`config.mk`:
```
export PLATFORM = sky130hd
export DESIGN_NAME = seven_segment_counter_display_flat
export DESIGN_NICKNAME = d
export VERILOG_FILES = /design/src/rtl/seven_segment_counter_display_if.sv /design/src/rtl/seven_segment_counter_display.sv /design/src/flat_wrapper.sv
export SDC_FILE = /design/constraint.sdc
export NUM_CORES = 1
export LEC_CHECK = 0
export CAP_MARGIN = 20
export CORE_MARGIN = 2
export CORE_UTILIZATION = 45
export DETAILED_ROUTE_END_ITERATION = 10
export GPL_ROUTABILITY_DRIVEN = 0
export PLACE_DENSITY = 0.67
export SLEW_MARGIN = 20
export SYNTH_ARGS = -nofsm -noshare
export SYNTH_HDL_FRONTEND = slang
export SYNTH_SLANG_ARGS = --single-unit
export TNS_END_PERCENT = 100
```
`constraint.sdc`:
```
create_clock -name clk -period 5.6 [get_ports clk]
set_input_delay 1.12 -clock clk [delete_from_list [all_inputs] [get_ports clk]]
set_output_delay 1.12 -clock clk [all_outputs]
set_load 0.01 [all_outputs]
```
`src/rtl/seven_segment_counter_display_if.sv`:
```
// Bus bundle between the video timing side and the seven-segment counter renderer.
// The master drives position, control and counter pulses; the slave returns count, overflow and pixel colour.
interface seven_segment_counter_display_if #(
   parameter int unsigned NUM_DIGITS = 4
);
   localparam int unsigned COUNT_W = 4 * NUM_DIGITS;

   logic               display_on;
   logic [8:0]         hpos;
   logic [8:0]         vpos;
   logic               inc;
   logic               clr;
   logic               blank_lz;
   logic               blink_en;
   logic [COUNT_W-1:0] count;
   logic               overflow;
   logic [2:0]         rgb;

   modport master (
      output display_on, hpos, vpos, inc, clr, blank_lz, blink_en,
      input  count, overflow, rgb
   );

   modport slave (
      input  display_on, hpos, vpos, inc, clr, blank_lz, blink_en,
      output count, overflow, rgb
   );
endinterface

```
`src/rtl/seven_segment_counter_display.sv`:
```
// Multi-digit BCD/hex event counter rendered as scaled 5x5 seven-segment glyphs.
// The live count is latched into a shadow at frame start so a frame never shows a half-updated value.
module seven_segment_counter_display #(
   parameter int unsigned NUM_DIGITS   = 4,
   parameter int unsigned X0           = 64,
   parameter int unsigned Y0           = 64,
   parameter int unsigned SCALE_LOG2   = 1,
   parameter int unsigned HEX_MODE     = 0,
   parameter int unsigned BLINK_FRAMES = 32,
   parameter logic [2:0]  FG           = 3'b010
) (
   input  logic                          clk,
   input  logic                          reset,
   seven_segment_counter_display_if.slave bus
);
   localparam int unsigned COUNT_W   = 4 * NUM_DIGITS;
   localparam int unsigned FRAME_W   = (BLINK_FRAMES > 1) ? $clog2(BLINK_FRAMES) : 1;
   localparam logic [3:0]  DIGIT_MAX = (HEX_MODE != 0) ? 4'hF : 4'h9;

   logic [COUNT_W-1:0] r_count;
   logic [COUNT_W-1:0] r_shadow;
   logic               r_overflow;
   logic [FRAME_W-1:0] r_frame_cnt;
   logic               r_blink_phase;
   logic [2:0]         r_rgb;

   logic [COUNT_W-1:0] w_count_inc;
   logic               w_carry;
   logic               w_frame_start;
   logic [9:0]         w_rx;
   logic [9:0]         w_ry;
   logic [9:0]         w_cx;
   logic [9:0]         w_cy;
   logic [6:0]         w_digit;
   logic [2:0]         w_col;
   logic               w_inside;
   logic [3:0]         w_code;
   logic [3:0]         w_digit_val;
   logic               w_lz_run;
   logic               w_lz_blank;
   logic [4:0]         w_row_bits;
   logic               w_lit;

   function automatic logic [6:0] seg_decode(input logic [3:0] code);
      logic [6:0] seg;
      case (code)
         4'h0:    seg = 7'b1111110;
         4'h1:    seg = 7'b0110000;
         4'h2:    seg = 7'b1101101;
         4'h3:    seg = 7'b1111001;
         4'h4:    seg = 7'b0110011;
         4'h5:    seg = 7'b1011011;
         4'h6:    seg = 7'b1011111;
         4'h7:    seg = 7'b1110000;
         4'h8:    seg = 7'b1111111;
         4'h9:    seg = 7'b1111011;
         4'hA:    seg = 7'b1110111;
         4'hB:    seg = 7'b0011111;
         4'hC:    seg = 7'b1001110;
         4'hD:    seg = 7'b0111101;
         4'hE:    seg = 7'b1001111;
         default: seg = 7'b1000111;
      endcase
      if (HEX_MODE == 0 && code > 4'h9) seg = 7'b0000000;
      return seg;
   endfunction

   // Segments {a,b,c,d,e,f,g} folded into a 5-wide row; bit 4 is the leftmost column.
   function automatic logic [4:0] seg_row(input logic [6:0] s, input logic [2:0] row);
      logic a, b, c, d, e, f, g;
      logic [4:0] bits;
      {a, b, c, d, e, f, g} = s;
      case (row)
         3'd0:    bits = {a | f, a, a, a, a | b};
         3'd1:    bits = {f, 3'b000, b};
         3'd2:    bits = {g | e | f, g, g, g, g | b | c};
         3'd3:    bits = {e, 3'b000, c};
         3'd4:    bits = {d | e, d, d, d, d | c};
         default: bits = 5'b00000;
      endcase
      return bits;
   endfunction

   // Ripple-carry increment; w_carry survives the loop only when every digit was at max.
   always_comb begin
      w_count_inc = r_count;
      w_carry     = 1'b1;
      for (int unsigned i = 0; i < NUM_DIGITS; i++) begin
         if (w_carry) begin
            if (r_count[4*i +: 4] == DIGIT_MAX) begin
               w_count_inc[4*i +: 4] = 4'h0;
            end else begin
               w_count_inc[4*i +: 4] = r_count[4*i +: 4] + 4'h1;
               w_carry               = 1'b0;
            end
         end
      end
   end

   always_ff @(posedge clk or posedge reset) begin
      if (reset) begin
         r_count    <= '0;
         r_overflow <= 1'b0;
      end else if (bus.clr) begin
         r_count    <= '0;
         r_overflow <= 1'b0;
      end else if (bus.inc) begin
         r_count <= w_count_inc;
         if (w_carry) r_overflow <= 1'b1;
      end
   end

   assign w_frame_start = (bus.hpos == 9'd0) && (bus.vpos == 9'd0);

   always_ff @(posedge clk or posedge reset) begin
      if (reset) begin
         r_shadow      <= '0;
         r_frame_cnt   <= '0;
         r_blink_phase <= 1'b0;
      end else if (w_frame_start) begin
         r_shadow <= r_count;
         if (r_frame_cnt == FRAME_W'(BLINK_FRAMES - 1)) begin
            r_frame_cnt   <= '0;
            r_blink_phase <= ~r_blink_phase;
         end else begin
            r_frame_cnt <= r_frame_cnt + FRAME_W'(1);
         end
      end
   end

   // Bit 9 of rx/ry acts as the sign: set means left of / above the origin.
   assign w_rx     = {1'b0, bus.hpos} - 10'(X0);
   assign w_ry     = {1'b0, bus.vpos} - 10'(Y0);
   assign w_cx     = w_rx >> SCALE_LOG2;
   assign w_cy     = w_ry >> SCALE_LOG2;
   assign w_digit  = w_cx[9:3];
   assign w_col    = w_cx[2:0];
   assign w_inside = !w_rx[9] && !w_ry[9] && (w_digit < 7'(NUM_DIGITS))
                     && (w_col < 3'd5) && (w_cy < 10'd5);

   // Pick the addressed shadow digit and whether it sits in the run of leading zeros.
   always_comb begin
      w_code      = 4'h0;
      w_lz_blank  = 1'b0;
      w_digit_val = 4'h0;
      w_lz_run    = bus.blank_lz;
      for (int unsigned i = 0; i < NUM_DIGITS; i++) begin
         w_digit_val = r_shadow[4*(NUM_DIGITS-1-i) +: 4];
         w_lz_run    = w_lz_run && (w_digit_val == 4'h0) && (i != NUM_DIGITS - 1);
         if (w_digit == 7'(i)) begin
            w_code     = w_digit_val;
            w_lz_blank = w_lz_run;
         end
      end
   end

   assign w_row_bits = seg_row(seg_decode(w_code), w_cy[2:0]);
   assign w_lit      = |(w_row_bits & (5'b10000 >> w_col));

   always_ff @(posedge clk or posedge reset) begin
      if (reset) begin
         r_rgb <= 3'b000;
      end else begin
         r_rgb <= (bus.display_on && w_inside && w_lit && !w_lz_blank
                   && !(bus.blink_en && r_blink_phase)) ? FG : 3'b000;
      end
   end

   assign bus.count    = r_count;
   assign bus.overflow = r_overflow;
   assign bus.rgb      = r_rgb;
endmodule

```
`src/flat_wrapper.sv`:
```
// flat-port wrapper written by rule: the top's interface ports become plain ports
module seven_segment_counter_display_flat 
#(
   parameter int unsigned NUM_DIGITS   = 4,
   parameter int unsigned X0           = 64,
   parameter int unsigned Y0           = 64,
   parameter int unsigned SCALE_LOG2   = 1,
   parameter int unsigned HEX_MODE     = 0,
   parameter int unsigned BLINK_FRAMES = 32,
   parameter logic [2:0]  FG           = 3'b010
)
  (clk, reset, bus_display_on, bus_hpos, bus_vpos, bus_inc, bus_clr, bus_blank_lz, bus_blink_en, bus_count, bus_overflow, bus_rgb);
  seven_segment_counter_display_if #(.NUM_DIGITS(NUM_DIGITS)) bus_i ();
  input  logic clk;
  input  logic reset;
  input wire logic [$bits(bus_i.display_on)-1:0] bus_display_on;
  input wire logic [$bits(bus_i.hpos)-1:0] bus_hpos;
  input wire logic [$bits(bus_i.vpos)-1:0] bus_vpos;
  input wire logic [$bits(bus_i.inc)-1:0] bus_inc;
  input wire logic [$bits(bus_i.clr)-1:0] bus_clr;
  input wire logic [$bits(bus_i.blank_lz)-1:0] bus_blank_lz;
  input wire logic [$bits(bus_i.blink_en)-1:0] bus_blink_en;
  output wire logic [$bits(bus_i.count)-1:0] bus_count;
  output wire logic [$bits(bus_i.overflow)-1:0] bus_overflow;
  output wire logic [$bits(bus_i.rgb)-1:0] bus_rgb;
  assign bus_i.display_on = bus_display_on;
  assign bus_i.hpos = bus_hpos;
  assign bus_i.vpos = bus_vpos;
  assign bus_i.inc = bus_inc;
  assign bus_i.clr = bus_clr;
  assign bus_i.blank_lz = bus_blank_lz;
  assign bus_i.blink_en = bus_blink_en;
  assign bus_count = bus_i.count;
  assign bus_overflow = bus_i.overflow;
  assign bus_rgb = bus_i.rgb;
  seven_segment_counter_display #(.NUM_DIGITS(NUM_DIGITS), .X0(X0), .Y0(Y0), .SCALE_LOG2(SCALE_LOG2), .HEX_MODE(HEX_MODE), .BLINK_FRAMES(BLINK_FRAMES), .FG(FG)) u_core (.clk(clk), .reset(reset), .bus(bus_i));
endmodule
```
==> key figures, run 1 <==
Floorplanning
  – Floorplan die width: 77.3 um
  – Core Area: 5140 sq um
  – Io pins: 45
  – Initial Utilization: 47.0%
  – Row count: 26
  – Die height: 77.3 um
  – Die area: 5970 sq um

Synthesis
  – Seq/Total Area, Yosys: 41.5%
  – Post-synth EDFFs: 0
  – Synth Flop Type: dfrtp_1
  – Post-Syn Area: 2410 sq um
  – Post-Synthesis Cells: 243
  – Async SR Flop Fraction: 100%
  – Syn Area/Cell: 9.94 sq um
  – Yosys warning count: 0
  – Distinct cell type count after synthesis: 52
  – Synth Register Bits: 40

Critical path
  – Crit path capture type: register
  – Reg-to-reg slack, setup: 3.23 ns
  – Req. time, crit path: 5.80 ns
  – Worst reg2reg path endpoint: u_core.bus.rgb[1]
  – Worst Reg-to-Reg Cells: 8
  – Highest net fanout along the worst path: 7
  – Critical path class: in -> reg
  – Critical Path AT: 3.73 ns
  – Startpoint types: input pin
  – FF-to-FF Start: u_core.r_shadow[8]

Routing
  – Total wire length: 5110 um
  – Pre-antenna DRT Iters: 6
  – DRT iter0 DRCs: 76
  – Vias per Instance: 5.43
  – Vias: 1912
  – Antenna Nets Post-Route: 0
  – Drc violations: 0
  – WL per Instance: 14.5 um

Job
  – Max-cap violations: 0

Timing
  – Fmax: 283 MHz
  – Unrepaired setup endpoints after global routing: false
  – Final Hold Viols: 0
  – Fin Clk Skew: 0.00206 ns
  – Pins over their slew limit: 0
  – Worst-Margin Slew: 0.645 ns
  – Hold slack final: 0.474 ns
  – Setup TNS: 0 ns
  – Final count of negative-setup-slack endpoints: 0
  – Post-route clock period utilization: 63.1%
  – Setup ws final: 2.07 ns
  – Final worst path period need: 3.53 ns
  – Slew margin rel.: 56.9%

CTS
  – CTS Buffer Depth: 2
  – CTS root buffer: clkbuf_8
  – CTS tree: yes
  – Post-CTS Hold Buffers: 0
  – CTS buffer count: 5
  – Setup repair bufs after CTS: 0
  – H-tree lvl count: 2
  – CTS clock-pin slew for the worst setup and hold paths: 0.07 ns
  – Clock sinks: 40
  – CTS resizes: 0
  – Clock latency on the worst-skew pair: 0.28 ns

Hold path
  – Hold Startpoint: u_core.r_blink_phase
  – Worst Hold Depth: 1
  – WHS Endpoint: u_core.r_blink_phase
  – HP Class: reg -> reg

Global routing
  – First-pass GRT wire length: 8830 um
  – Largest net degree at the start of global routing: 41
  – Initial antenna violation count: 0
  – Vias in the first global route: 1892
  – Total grt overflow: 0
  – Total track usage: 18.5%

Finish
  – Final Cell Area: 2960 sq um
  – Ant. Diodes: 0
  – Share of layout cells above drive strength 1: 12.1%
  – Layout area overhead: 22.4%
  – Fin nets: 317
  – Fill count: 486

Place
  – # port buffers: 42
  – HPWL Detailed: 3680 um
  – Pre-CTS setup slack: 1.77 ns
  – Post-DP Area: 2860 sq um

Power
  – LEAKAGE: 1.28 nW
  – Cell Pwr Density: 184 nW/um^2
  – Worst vdd ir: 0.126 mV

Outcome
  – Run status: finished clean
[area by class of cell]
cell class | count | area, sq um | share of cell area [%]
clock buffer | 7 | 96.3 | 3.26
inverter | 7 | 26.3 | 0.889
multi-input combinational | 183 | 1300 | 44.1
sequential | 40 | 1000 | 33.9
tap | 70 | 87.6 | 2.96
timing repair buffer | 45 | 443 | 15.0
[sequential cells by signal (all words and copies together) (netlist names)]
signal	flops
u_core.r_frame_cnt	5
u_core.bus.overflow	1
u_core.r_shadow	16
u_core.r_blink_phase	1
u_core.bus.rgb	1
u_core.bus.count	16
[placed cells by master, fill, tap and decap left out, types with 7 or more instances in the layout]
| cell type | synthesis | routed |
|---|---|---|
| nor3_1 | 8 | 8 |
| clkdlybuf4s50_1 | 0 | 42 |
| a21oi_1 | 19 | 19 |
| ha_1 | 10 | 10 |
| inv_1 | 7 | 7 |
| o21ai_0 | 14 | 14 |
| mux2_2 | 17 | 17 |
| clkbuf_8 | 0 | 7 |
| nor2_1 | 26 | 26 |
| dfrtp_1 | 40 | 40 |
| nand2_1 | 14 | 14 |
[synth_stat cells, types with 2 or more instances]
master | n | area, sq um
o211ai_1 | 2 | 15.0
nand2_1 | 14 | 52.6
nor3b_1 | 4 | 30.0
dfrtp_1 | 40 | 1000
and3b_1 | 2 | 17.5
nor4_1 | 4 | 25.0
a21oi_1 | 19 | 95.1
nor3_1 | 8 | 40.0
mux2_2 | 17 | 191
mux2i_1 | 4 | 40.0
buf_6 | 2 | 22.5
o22ai_1 | 2 | 12.5
buf_2 | 2 | 10.0
xnor2_1 | 4 | 35.0
nor2_1 | 26 | 97.6
buf_4 | 5 | 37.5
nand3_1 | 5 | 25.0
or4_1 | 3 | 22.5
nand2b_1 | 2 | 12.5
xor2_1 | 2 | 17.5
clkbuf_1 | 5 | 18.8
mux4_1 | 2 | 52.6
inv_1 | 7 | 26.3
and2_1 | 2 | 12.5
or3_1 | 3 | 18.8
o21ai_0 | 14 | 70.1
nor2b_1 | 5 | 31.3
mux4_2 | 2 | 45.0
nand4_1 | 3 | 18.8
ha_1 | 10 | 125
nand3b_1 | 2 | 15.0
[cells by family after synthesis]
family | share of synthesized area (%)
AND/OR/NAND/NOR | 20.4
AO/OA/AOI/OAI | 12.2
flip-flops | 41.5
multiplexers | 13.6
buffers and inverters | 4.77
adder cells (fa/ha/maj) | 5.18
XOR/XNOR | 2.18
other | 0.155
[power breakdown]
group	switching [W]	internal [W]	leakage (nW)	total (W)
clock network	0.0000907	0.000110	0.0503	0.000200
registers	0.00000306	0.000290	0.552	0.000293
logic	0.0000247	0.0000270	0.676	0.0000517
total	0.000118	0.000427	1.28	0.000545
[metrics by stage]
stage                     std cells  total power, W  utilization [%]
after CTS                       352        0.000553             57.5
after global placement          345        0.000351             55.6
after floorplan                 244        0.000326                -
after global routing            352        0.000572             57.5
final                           352        0.000545             57.5
after detailed placement        345        0.000351             55.6
[critical path, cell delays in order]
cell             delay, ns
clkdlybuf4s50_1       0.64
mux4_1                0.69
and2_1                0.23
ha_1                  0.21
or2b_1                0.23
o22ai_1               0.14
a221oi_1              0.11
a2bb2oi_1             0.15
a221oi_2              0.21
[metal layers]
metal | share of wire (%) | track usage (%)
met5 | 0 | 0
met4 | 1.9 | 6.61
met3 | 5.3 | 4.71
met2 | 44 | 28.6
met1 | 49 | 25.2
[worst max-delay path by stage]
stage | startpoint | end | slack, ns | depth (start not counted)
floorplan | bus_hpos[4] | u_core.bus.rgb[1] | 2.50 | 9
global placement | bus_hpos[4] | u_core.bus.rgb[1] | 1.84 | 9
detailed placement | bus_hpos[4] | u_core.bus.rgb[1] | 1.77 | 9
CTS | bus_hpos[4] | u_core.bus.rgb[1] | 2.07 | 9
global route | bus_hpos[4] | u_core.bus.rgb[1] | 1.88 | 9
finish | bus_hpos[4] | u_core.bus.rgb[1] | 2.07 | 9
No activity file was read; power rests on OpenSTA's default activity.
==> run 2, diff against run 1 <==
==> constraint.sdc (replaced) <==
create_clock -name clk -period 3.35 [get_ports clk]
set_input_delay 0.67 -clock clk [delete_from_list [all_inputs] [get_ports clk]]
set_output_delay 0.67 -clock clk [all_outputs]
set_load 0.01 [all_outputs]
==> key figures, run 2 (synthesis gave the netlist of run 1 again) <==
Finish
  – Post-Route Utilization: 57.8% (+0.29 points)
  – Multi-input logic area: 1300 sq um (unchanged)
  – Most frequent cells in the layout: clkdlybuf4s50_1, dfrtp_1, nor2_1, a21oi_1, mux2_2
  – Register Area: 1000 sq um (unchanged)
  – Ant. Diodes: 0 (unchanged)
  – Fill count: 484 (-0.41%)
  – Fin nets: 321 (+1.3%)
  – Cell Count, Final, Fillers Out: 354 (+0.57%)
  – Layout area overhead: 23.1%
  – Share of layout cells above drive strength 1: 12.7% (+0.62 points)
  – Commonest non-fill, non-tap cell in the layout: clkdlybuf4s50_1

Timing
  – Fin Clk Skew: 0.00496 ns (+0.00290 ns)
  – Fmax: 353 MHz
  – Final count of negative-setup-slack endpoints: 0 (unchanged)
  – Post-route clock period utilization: 84.5%
  – Pins over their slew limit: 0 (unchanged)
  – Setup TNS: 0 ns (unchanged)
  – Final Hold Viols: 0 (unchanged)
  – Unrepaired setup endpoints after global routing: false
  – Final worst path period need: 2.83 ns
  – Slew margin rel.: 58.3% (+1.5 points)
  – Worst-Margin Slew: 0.623 ns (-0.0223 ns)
  – Setup ws final: 0.520 ns (-1.54 ns)

Critical path
  – Critical Path AT: 3.03 ns (-0.70 ns)
  – Startpoint types: input pin
  – Highest net fanout along the worst path: 3 (-4)
  – Req. time, crit path: 3.55 ns (-2.25 ns)
  – Crit path capture type: register
  – Worst Reg-to-Reg Cells: 8 (unchanged)
  – Reg-to-reg slack, setup: 1.10 ns (-2.13 ns)
  – FF-to-FF Start: u_core.r_shadow[4]
  – Crit. Startpoint: bus_hpos[4]
  – Critical path class: in -> reg
  – Worst reg2reg path endpoint: u_core.bus.rgb[1]

Routing
  – Vias: 1918 (+0.31%)
  – Drc violations: 0 (unchanged)
  – DRT iter0 DRCs: 70 (-7.9%)
  – Total wire length: 5160 um (+0.96%)
  – WL per Instance: 14.6 um (+0.39%)
  – Antenna Nets Post-Route: 0 (unchanged)
  – Vias per Instance: 5.42 (-0.25%)
  – Pre-antenna DRT Iters: 4 (-2)

Hold path
  – Hold Startpoint: u_core.r_blink_phase
  – WHS Endpoint: u_core.r_blink_phase
  – HP Class: reg -> reg
  – Worst Hold Depth: 1 (unchanged)

Floorplanning
  – Die height: 77.3 um (unchanged)
  – Die area: 5970 sq um (unchanged)
  – Initial Utilization: 47.0% (unchanged)
  – Floorplan die width: 77.3 um (unchanged)
  – Core Area: 5140 sq um (unchanged)
  – Row count: 26 (unchanged)
  – Io pins: 45 (unchanged)

Global routing
  – Vias in the first global route: 1861 (-1.6%)
  – Total grt overflow: 0 (unchanged)
  – Largest net degree at the start of global routing: 41 (unchanged)
  – Total track usage: 18.8% (+0.29 points)
  – First-pass GRT wire length: 9050 um (+2.5%)
  – Initial antenna violation count: 0 (unchanged)

Place
  – Placed Cells: 349 (+1.2%)
  – # port buffers: 42 (unchanged)
  – HPWL Detailed: 3700 um (+0.44%)
  – Pre-CTS setup slack: 0.201 ns (-1.57 ns)

CTS
  – CTS tree: yes
  – CTS root buffer: clkbuf_8
  – CTS Buffer Depth: 2 (unchanged)
  – Clock latency on the worst-skew pair: 0.29 ns (about the same)
  – Post-CTS Hold Buffers: 0 (unchanged)
  – CTS buffer count: 5 (unchanged)
  – Setup repair bufs after CTS: 0 (unchanged)
  – Clock sinks: 40 (unchanged)
  – H-tree lvl count: 2 (unchanged)
  – CTS resizes: 0 (unchanged)
  – CTS clock-pin slew for the worst setup and hold paths: 0.07 ns (about the same)

Power
  – Worst vdd ir: 0.224 mV (+78%)
  – LEAKAGE: 1.29 nW (+0.59%)
  – Cell Pwr Density: 291 nW/um^2 (+58%)

Outcome
  – Run status: finished clean

Job
  – Max-cap violations: 0 (unchanged)
[run 2: changes by cell type in the layout (fill, tap and decap cells not counted)]
| cell | before | now |
|---|---|---|
| buf_4 | 3 | 6 |
| buf_12 | 0 | 1 |
| clkbuf_8 | 7 | 5 |
[run 2: worst max-delay path by stage]
stage | to | slack (ns) | cells past startpoint
detailed placement | u_core.bus.rgb[1] | 0.20 | 9
floorplan | u_core.bus.rgb[1] | 0.70 | 9
global route | u_core.bus.rgb[1] | 0.32 | 9
CTS | u_core.bus.rgb[1] | 0.50 | 9
global placement | u_core.bus.rgb[1] | 0.27 | 9
finish | u_core.bus.rgb[1] | 0.52 | 9
[run 2: critical path: stages]
cell,delay [ns]
clkdlybuf4s50_1,0.54
mux4_1,0.59
and2_1,0.21
ha_1,0.21
or2b_1,0.24
o22ai_1,0.12
a221oi_1,0.10
a2bb2oi_1,0.15
a221oi_2,0.20
[run 2: stage by stage]
step / power (W) / instance area, sq um / hold slack (ns)
final: 0.000864 / 2970 / 0.486
after global routing: 0.000900 / 2970 / 0.499
after CTS: 0.000875 / 2970 / 0.493
after detailed placement: 0.000588 / 2900 / 0.480
after global placement: 0.000588 / 2900 / 0.469
after floorplan: 0.000545 / 2420 / 0.445
[run 2: area by class of cell]
cell class / instances / share of cell area (%)
clock buffer: 5 / 2.32
tap: 70 / 2.95
inverter: 7 / 0.884
sequential: 40 / 33.7
multi-input combinational: 183 / 43.8
timing repair buffer: 49 / 16.3
[run 2: report_power, final]
part	internal (W)	switching (W)
logic	0.0000466	0.0000416
registers	0.000485	0.00000527
clock network	0.000134	0.000151
total	0.000666	0.000198
[run 2: layer usage]
layer | wire length (um) | global-route usage [%]
met1 | 2610 | 26.3
met2 | 2170 | 28.5
met3 | 292 | 5.65
met4 | 80 | 5.00
met5 | 0 | 0
==> run 3, diff against run 2 <==
==> constraint.sdc (replaced) <==
create_clock -name clk -period 2.7 [get_ports clk]
set_input_delay 0.54 -clock clk [delete_from_list [all_inputs] [get_ports clk]]
set_output_delay 0.54 -clock clk [all_outputs]
set_load 0.01 [all_outputs]
==> key figures, run 3 (synthesis gave the netlist of run 1 again) <==
Timing
  – Pins over their slew limit: 0 (unchanged)
  – Fmax: 396 MHz
  – Slew margin rel.: 57.1% (-1.2 points)
  – Setup TNS: 0 ns (unchanged)
  – Hold slack final: 0.496 ns (+0.0102 ns)
  – Final Hold Viols: 0 (unchanged)
  – Fin Clk Skew: 0.00302 ns (-0.00194 ns)
  – Final worst path period need: 2.52 ns
  – Unrepaired setup endpoints after global routing: false
  – Post-route clock period utilization: 93.5%
  – Final count of negative-setup-slack endpoints: 0 (unchanged)
  – Worst-Margin Slew: 0.641 ns (+0.0183 ns)

Finish
  – Post-Route Utilization: 60.9% (+3.1 points)
  – Ant. Diodes: 0 (unchanged)
  – Most frequent cells in the layout: clkdlybuf4s50_1, dfrtp_1, nor2_1, buf_4, a21oi_1
  – Fin nets: 337 (+5.0%)
  – Layout area overhead: 29.6%
  – Commonest non-fill, non-tap cell in the layout: clkdlybuf4s50_1
  – Share of layout cells above drive strength 1: 17.8% (+5.1 points)
  – Cell Count, Final, Fillers Out: 373 (+5.4%)

CTS
  – CTS Buffer Depth: 2 (unchanged)
  – Post-CTS Hold Buffers: 0 (unchanged)
  – H-tree lvl count: 2 (unchanged)
  – CTS resizes: 1 (+1)
  – CTS clock-pin slew for the worst setup and hold paths: 0.07 ns (about the same)
  – Clock latency on the worst-skew pair: 0.29 ns (about the same)
  – Setup repair bufs after CTS: 0 (unchanged)
  – CTS tree: yes
  – CTS buffer count: 5 (unchanged)
  – CTS root buffer: clkbuf_8
  – Clock sinks: 40 (unchanged)

Power
  – LEAKAGE: 1.39 nW (+7.9%)
  – Cell Pwr Density: 383 nW/um^2 (+32%)
  – Total design power: 0.00120 W (+39%)
  – Worst vdd ir: 0.192 mV (-14%)

Global routing
  – First-pass GRT wire length: 8930 um (-1.3%)
  – Total track usage: 18.8% (-0.064 points)
  – Total grt overflow: 0 (unchanged)
  – Vias in the first global route: 1958 (+5.2%)
  – Largest net degree at the start of global routing: 41 (unchanged)
  – Initial antenna violation count: 0 (unchanged)

Routing
  – Pre-antenna DRT Iters: 4 (unchanged)
  – WL per Instance: 13.9 um (-4.9%)
  – Antenna Nets Post-Route: 0 (unchanged)
  – DRT iter0 DRCs: 53 (-24%)
  – Vias per Instance: 5.28 (-2.5%)
  – Vias: 1970 (+2.7%)
  – Drc violations: 0 (unchanged)
  – Total wire length: 5170 um (+0.23%)

Floorplanning
  – Floorplan die width: 77.3 um (unchanged)
  – Core Area: 5140 sq um (unchanged)
  – Row count: 26 (unchanged)
  – Io pins: 45 (unchanged)
  – Die height: 77.3 um (unchanged)
  – Initial Utilization: 47.0% (unchanged)
  – Die area: 5970 sq um (unchanged)

Critical path
  – Req. time, crit path: 2.91 ns (-0.64 ns)
  – Slowest stage delay, CP: 0.57 ns (-0.02 ns)
  – Largest delay share family, worst path: compound AO/OA/AOI/OAI gates
  – Critical path class: in -> reg
  – Critical path, cell by cell: clkdlybuf4s50_1, buf_4, mux4_2, or2_1, a22o_1, o211ai_2, o211ai_1, a221oi_2
  – Worst Reg-to-Reg Cells: 8 (unchanged)
  – Startpoint types: input pin
  – CP Buf/Inv Count: 2 (+1)
  – Crit. path cell count: 8 (-1)
  – Crit path capture type: register
  – Highest net fanout along the worst path: 6 (+3)
  – CP max stage cell: mux4_2
  – Critical Path AT: 2.73 ns (-0.30 ns)

Place
  – HPWL Detailed: 3810 um (+3.0%)
  – Placed Cells: 365 (+4.6%)
  – # port buffers: 42 (unchanged)

Job
  – Max-cap violations: 0 (unchanged)

Outcome
  – Run status: finished clean

Hold path
  – HP Class: reg -> reg
  – Worst Hold Depth: 1 (unchanged)
-- run 3: changes by cell type in the layout (fill, tap and decap cells not counted), sizes merged --
| cell | previous run | this run |
|---|---|---|
| bufinv | 0 | 1 |
| dlygate4sd2 | 0 | 1 |
| clkdlybuf4s50 | 42 | 41 |
| clkbuf | 5 | 6 |
| buf | 7 | 23 |
| clkinv | 0 | 1 |
-- run 3: cell type report --
type / count / area [sq um]
Fill cell: 460 / 2010
Inverter: 7 / 26.3
Sequential cell: 40 / 1000
Timing Repair Buffer: 65 / 604
Multi-Input combinational cell: 183 / 1300
Clock inverter: 2 / 35.0
Tap cell: 70 / 87.6
Clock buffer: 6 / 72.6
-- run 3: path summary, 6_finish.rpt --
kind | start | to | slack [ns]
worst max-delay path | bus_hpos[5] | u_core.bus.rgb[1] | 0.18
worst min-delay path | u_core.r_blink_phase | u_core.r_blink_phase | 0.50
worst max register to register | u_core.r_shadow[12] | u_core.bus.rgb[1] | 0.46
worst min register to register | u_core.r_blink_phase | u_core.r_blink_phase | 0.50
max in group asynchronous | reset | u_core.bus.overflow | 1.68
min in group asynchronous | reset | u_core.r_shadow[3] | 0.67
-- run 3: where the power goes --
group	internal (W)	switching (W)
Sequential	0.000602	0.00000661
Combinational	0.0000636	0.0000526
Clock	0.000274	0.000200
Total	0.000939	0.000259
-- run 3: metrics by stage --
step                      setup slack [ns]  cell area, sq um
after global routing                0.0742              3130
after CTS                            0.183              3130
after global placement              -0.254              3020
final                                0.175              3130
after floorplan                      0.176              2420
after detailed placement            -0.323              3020
-- run 3: metal layers --
metal	wire length, um	GRT usage [%]	vias up
met3	298	5.41	9
li1	-	-	985
met5	0	0	-
met2	2250	29.7	49
met4	90	7.14	0
met1	2530	24.3	927
